$ cat src/rtl/note_scroller_pkg.sv
// Shared constants for the note chart pipeline: FSM state encoding,
// screen geometry and lane positions, plus a saturating counter helper.
package note_scroller_pkg;

  typedef enum logic [1:0] {
    ST_IDLE  = 2'd0,
    ST_RUN   = 2'd1,
    ST_PAUSE = 2'd2,
    ST_DONE  = 2'd3
  } scroll_state_e;

  localparam int H_VISIBLE = 640;
  localparam int V_VISIBLE = 480;

  // Lane x centres, left to right.
  localparam int LANE_X_0 = 300;
  localparam int LANE_X_1 = 400;
  localparam int LANE_X_2 = 500;
  localparam int LANE_X_3 = 600;

  localparam int COORD_W = 14;
  localparam int FRAME_W = 16;

  // Increment that sticks at all-ones instead of wrapping.
  function automatic logic [FRAME_W-1:0] sat_inc(input logic [FRAME_W-1:0] v);
    return (v == {FRAME_W{1'b1}}) ? v : v + 1'b1;
  endfunction

endpackage

$ cat src/rtl/note_scroller_debounce.sv
// Pushbutton conditioner: 2-flop synchronizer, stable-time debounce and
// a one-cycle pulse on the debounced rising edge.
module btn_debounce #(
  parameter int DB_CYCLES = 250000
) (
  input  logic clk,
  input  logic clr_n,
  input  logic btn_raw,
  output logic btn_rise
);

  localparam int CNT_W = (DB_CYCLES > 1) ? $clog2(DB_CYCLES) : 1;
  localparam logic [CNT_W-1:0] CNT_LAST = CNT_W'(DB_CYCLES - 1);

  logic [1:0]       sync_q, sync_d;
  logic [CNT_W-1:0] cnt_q, cnt_d;
  logic             level_q, level_d;
  logic             rise_q, rise_d;

  // Debounce counter: flip the level after DB_CYCLES disagreeing cycles.
  always_comb begin
    // NOTE: every combinational output gets a default first so no path leaves it unassigned (no latch).
    sync_d  = {sync_q[0], btn_raw};
    cnt_d   = '0;
    level_d = level_q;
    rise_d  = 1'b0;
    if (sync_q[1] != level_q) begin
      if (cnt_q == CNT_LAST) begin
        level_d = sync_q[1];
        rise_d  = sync_q[1];
      end else begin
        cnt_d = cnt_q + 1'b1;
      end
    end
  end

  // Synchronizer, counter, level and pulse registers.
  always_ff @(posedge clk or negedge clr_n) begin
    // NOTE: registers use non-blocking assignments so every flop samples pre-edge values.
    if (!clr_n) begin
      sync_q  <= '0;
      cnt_q   <= '0;
      level_q <= 1'b0;
      rise_q  <= 1'b0;
    end else begin
      sync_q  <= sync_d;
      cnt_q   <= cnt_d;
      level_q <= level_d;
      rise_q  <= rise_d;
    end
  end

  assign btn_rise = rise_q;

endmodule

$ cat src/rtl/note_scroller.sv
// First-note anchor generator: scrolls ball_y once per frame during vsync
// under a play/pause/done state machine driven by the start button.
module note_scroller
  import note_scroller_pkg::*;
#(
  parameter int START_X   = 400,
  parameter int START_Y   = 0,
  parameter int END_Y     = 1960,
  parameter int H_TICK    = 0,
  parameter int V_TICK    = 0,
  parameter int DB_CYCLES = 250000
) (
  input  logic                 clk,
  input  logic                 clr_n,
  input  logic [9:0]           hc,
  input  logic [9:0]           vc,
  input  logic                 btn_start,
  input  logic [2:0]           speed,
  input  logic                 loop_en,
  output logic [COORD_W-1:0]   ball_x,
  output logic [COORD_W-1:0]   ball_y,
  output logic                 playing,
  output logic                 paused,
  output logic                 song_done,
  output logic [FRAME_W-1:0]   frame_cnt
);

  localparam logic [COORD_W-1:0] START_Y_C = COORD_W'(START_Y);
  localparam logic [COORD_W-1:0] END_Y_C   = COORD_W'(END_Y);
  localparam logic [COORD_W:0]   END_Y_W   = (COORD_W + 1)'(END_Y);

  scroll_state_e       state_q, state_d;
  logic [COORD_W-1:0]  ball_y_q, ball_y_d;
  logic [FRAME_W-1:0]  frame_cnt_q, frame_cnt_d;
  logic                song_done_q, song_done_d;
  logic                playing_q, playing_d;
  logic                paused_q, paused_d;
  logic                tick_q, tick_d;
  logic                start_evt;
  logic [COORD_W:0]    sum;

  btn_debounce #(
    .DB_CYCLES (DB_CYCLES)
  ) u_start_btn (
    .clk      (clk),
    .clr_n    (clr_n),
    .btn_raw  (btn_start),
    .btn_rise (start_evt)
  );

  // Frame tick decode at the programmed vsync position.
  always_comb begin
    tick_d = (hc == 10'(H_TICK)) && (vc == 10'(V_TICK));
  end

  // Next-state, anchor update and status decode.
  always_comb begin
    state_d     = state_q;
    ball_y_d    = ball_y_q;
    frame_cnt_d = frame_cnt_q;
    song_done_d = 1'b0;
    // One bit wider than ball_y so the end-of-song compare never wraps.
    sum         = {1'b0, ball_y_q} + {{(COORD_W - 2){1'b0}}, speed};
    case (state_q)
      ST_IDLE: begin
        ball_y_d = START_Y_C;
        if (start_evt) begin
          state_d     = ST_RUN;
          frame_cnt_d = '0;
        end
      end
      ST_RUN: begin
        // A press on the tick cycle pauses without advancing that frame.
        if (start_evt) begin
          state_d = ST_PAUSE;
        end else if (tick_q) begin
          frame_cnt_d = sat_inc(frame_cnt_q);
          if (sum >= END_Y_W) begin
            ball_y_d    = END_Y_C;
            song_done_d = 1'b1;
            state_d     = ST_DONE;
          end else begin
            ball_y_d = sum[COORD_W-1:0];
          end
        end
      end
      ST_PAUSE: begin
        if (start_evt) begin
          state_d = ST_RUN;
        end
      end
      ST_DONE: begin
        ball_y_d = END_Y_C;
        if (loop_en) begin
          if (tick_q) begin
            ball_y_d    = START_Y_C;
            frame_cnt_d = '0;
            state_d     = ST_RUN;
          end
        end else if (start_evt) begin
          ball_y_d = START_Y_C;
          state_d  = ST_IDLE;
        end
      end
    endcase
    playing_d = (state_d == ST_RUN);
    paused_d  = (state_d == ST_PAUSE);
  end

  // State, anchor and status registers.
  always_ff @(posedge clk or negedge clr_n) begin
    if (!clr_n) begin
      state_q     <= ST_IDLE;
      ball_y_q    <= START_Y_C;
      frame_cnt_q <= '0;
      song_done_q <= 1'b0;
      playing_q   <= 1'b0;
      paused_q    <= 1'b0;
      tick_q      <= 1'b0;
    end else begin
      state_q     <= state_d;
      ball_y_q    <= ball_y_d;
      frame_cnt_q <= frame_cnt_d;
      song_done_q <= song_done_d;
      playing_q   <= playing_d;
      paused_q    <= paused_d;
      tick_q      <= tick_d;
    end
  end

  assign ball_x    = COORD_W'(START_X);
  assign ball_y    = ball_y_q;
  assign playing   = playing_q;
  assign paused    = paused_q;
  assign song_done = song_done_q;
  assign frame_cnt = frame_cnt_q;

endmodule

$ cat config.mk
export PLATFORM = sky130hd
export DESIGN_NAME = note_scroller
export DESIGN_NICKNAME = d
export VERILOG_FILES = /design/src/rtl/note_scroller_pkg.sv /design/src/rtl/note_scroller_debounce.sv /design/src/rtl/note_scroller.sv
export SDC_FILE = /design/constraint.sdc
export NUM_CORES = 1
export LEC_CHECK = 0
export BUFFER_PORTS_ARGS = -buffer_cell sky130_fd_sc_hd__buf_2
export CAP_MARGIN = 20
export CORE_MARGIN = 3
export CORE_UTILIZATION = 45
export CTS_CLUSTER_DIAMETER = 100
export CTS_CLUSTER_SIZE = 24
export DETAILED_ROUTE_END_ITERATION = 6
export PLACE_DENSITY = 0.78
export SLEW_MARGIN = 20
export SYNTH_ARGS = -nofsm -noshare
export SYNTH_HDL_FRONTEND = slang
export SYNTH_HIERARCHICAL = 1
export SYNTH_SLANG_ARGS = --single-unit
$ cat constraint.sdc
create_clock -name clk -period 2.69 [get_ports clk]
set_clock_uncertainty 0.05 [all_clocks]
set_input_delay 0.1345 -clock clk [delete_from_list [all_inputs] [get_ports clk]]
set_output_delay 0.1345 -clock clk [all_outputs]
set_load 0.005 [all_outputs]
==> results.py <==
metrics = {
    "timing": {
        "drv_slew": 0,
        "rsz0062_at_grt": "false",
        "min_period_over_period": 0.933,
        "final_period_minus_worst_setup_slack_ns": 2.51,
        "totalNegativeSetupSlack_ns": 0,
        "finalHoldViolCount": 0,
        "holdWs_ns": 0.147,
        "timing.fmax_mhz": 398,
        "worst_slew_pin_slew_ns": 0.740,
        "finalSetupViolCount": 0,
        "relSlewSlack": 0.506,
    },
    "final_layout": {
        "drive_gt1_frac": 0.239,
        "diodes": 0,
        "final_cell_mix": "buf_2 (59), dfrtp_1 (58), nand2_1 (29), nor2_1 (29), nand3_1 (22)",
        "synthToLayoutAreaGrowth_pct": 20.0,
        "final_util": 0.563,
        "fin_nets": 476,
        "final_common_cell": "buf_2",
        "fillCellCount": 659,
    },
    "detailed_routing": {
        "drt_first_pass_iters": 4,
        "routed_wl_um": 7680,
        "drc_errors": 0,
        "drt_iter0_drc": 150,
        "via_per_inst": 5.48,
        "wire_per_inst_um": 14.1,
        "vias": 2978,
        "ant_nets": 0,
    },
    "cts": {
        "cts_buffers": 9,
        "cts_tree": "done",
        "clk_pin_slew_ns": 0.07,
        "clock-sinks": 58,
        "root_buffer": "clkbuf_8",
        "clockBufferDepth": 2,
        "h-tree-depth": 3,
        "clock_latency_ns": 0.34,
    },
    "grt": {
        "gr-total-overflow": 0,
        "global_route.usage.total": 0.185,
        "grt_max_degree": 59,
        "grt_pass1_wl_um": 12800,
        "grt_pass1_vias": 2808,
        "grt_antenna_before_repair": 0,
    },
    "synth": {
        "yosys-top-cells-area": "dfrtp_1 (42%), buf_4 (3.7%), ha_1 (3.3%)",
        "ys_warn_count": 6,
        "synth_edf_count": 0,
        "synthArstFlopShare": 1.00,
        "synth_area_sq_um": 3460,
        "synth_seq_area_share": 0.420,
        "synth.top_cell.area_share": 0.420,
        "ys_seq_elements": 58,
        "yosys.cell_types.count": 65,
        "synth_largest_area_cell": "dfrtp_1",
        "synth_ff_type": "dfrtp_1",
        "synth_cells": 366,
        "syn_avg_cell_area_sq_um": 9.45,
    },
    "critical_path": {
        "r2r_setup_slack_ns": 0.19,
        "worstSetupEndpointType": "register",
        "worstPathArrival_ns": 2.74,
        "critPathLaunchType": "input pin",
        "path_class": "in2reg",
        "worstPathRequired_ns": 2.92,
        "crit_fanout": 1,
    },
    "die": {
        "die_area_sq_um": 8770,
        "die_x_um": 93.7,
        "die_h_um": 93.7,
        "ios": 74,
        "core-area_sq_um": 7370,
        "num_rows": 31,
        "initial_core_util": 0.469,
    },
    "pwr": {
        "clkPwrFrac": 0.423,
        "p_leak_uw": 0.00203,
        "power_frac_comb": 0.172,
        "peakVddDrop_mv": 0.367,
        "seqPwrFrac": 0.405,
        "power_density_nw_per_um2": 549,
        "power.internal_uw": 1660,
        "sw_frac_of_total": 0.272,
        "power_switching_uw": 619,
    },
    "flow_run": {
        "drv_cap": 0,
    },
    "hold_path": {
        "worstHoldPathType": "in2reg",
    },
    "placement": {
        "dp_hpwl_um": 5480,
        "gp_congestion": 0.925,
        "port-buffer-count": 59,
    },
    "status": {
        "status": "finished clean",
    },
}
metrics by stage:
step	setup WS (ns)	instance area (sq um)	total power [uW]	instances
floorplan	0.229	3500	1190	378
global placement	0.0695	3840	1320	521
detailed placement	-0.108	3840	1330	521
CTS	0.0210	4130	2300	543
global route	0.0549	4150	2380	543
finish	0.179	4150	2280	543
critical path, stage by stage:
cell,delay (ns)
dlygate4sd3_1,0.52
buf_2,0.12
nor4_1,0.15
dlygate4sd3_1,0.59
nand2_1,0.04
dlygate4sd3_1,0.55
nor2_1,0.09
dlygate4sd3_1,0.55
power groups by stage:
stage | logic, uW | registers (uW) | clock network (uW)
floorplan | 259 | 935 | 0
global placement | 381 | 936 | 0
detailed placement | 389 | 938 | 0
CTS | 396 | 922 | 984
global route | 438 | 926 | 1020
finish | 392 | 922 | 963
path summary, 6_finish.rpt:
kind                                        from                    end  cells after the start
hold / removal                          speed[0]              ball_y[0]                      3
max in group asynchronous                  clr_n           frame_cnt[9]                      3
setup / recovery                           hc[8]                 tick_q                      8
hold reg to reg            u_start_btn/sync_q[0]  u_start_btn/sync_q[1]                      0
min in group asynchronous                  clr_n              ball_y[2]                      3
setup reg to reg                       ball_y[0]              ball_y[4]                     11
cell usage after synthesis (all sizes together) (2+ instances only):
cell and n:
or2 3, o22a 4, nand3 23, mux2i 3
o31ai 4, nand4 8, ha 9, a21o 7
nor4 14, xnor2 10, a21oi 11, nor3b 3
nor2b 7, dfrtp 58, nand2b 6, o211a 3
inv 11, o211ai 3, a31oi 6, o22ai 3
or4 3, and3 7, nor3 12, nand2 31
conb 2, or3 2, o21ai 20, a22o 12
nor2 30, a41oi 2, buf 21, clkbuf 5
o41ai 2, xor2 6, and4 2
cell families after synthesis:
group | synth area share
and+or+nand+nor | 0.242
AOI/OAI and AO/OA | 0.184
DFF | 0.420
buffers and inverters | 0.0604
xor gates and xnor gates | 0.0405
adders and majority gates | 0.0384
muxes | 0.0130
other | 0.00217
state kept, by name (all words and copies together), names as in the netlist:
register	cells
ball_y	14
frame_cnt	16
paused	1
playing	1
song_done	1
state_q	2
tick_q	1
u_start_btn/btn_rise	1
u_start_btn/cnt_q	18
u_start_btn/level_q	1
u_start_btn/sync_q	2
metal layers:
layer | routed length, um | global-route usage | up-vias | part of all wire
met3 | 348 | 0.0393 | 7 | 0.045
met2 | 3750 | 0.306 | 91 | 0.49
met5 | 0 | 0 | - | 0
met4 | 136 | 0.0782 | 0 | 0.018
met1 | 3450 | 0.235 | 1425 | 0.45
li1 | - | - | 1455 | -
area by class of cell:
type / instances / area (sq um) / area share
clock buffer: 11 / 131 / 0.0317
timing repair buffer: 76 / 438 / 0.106
multi-input combinational: 283 / 1860 / 0.448
inverter: 11 / 41.3 / 0.00995
tap: 99 / 124 / 0.0299
clock inverter: 5 / 103 / 0.0247
sequential: 58 / 1450 / 0.350
timing repair:
action	4_1_cts	5_1_grt
endpoints found under the hold margin	60	0
endpoints found under the setup margin	6	15
pin swaps	0	1
gates resized for setup	1	4
hold buffers	6	0
buffers inserted	0	0
No activity file was read; power rests on OpenSTA's default activity.
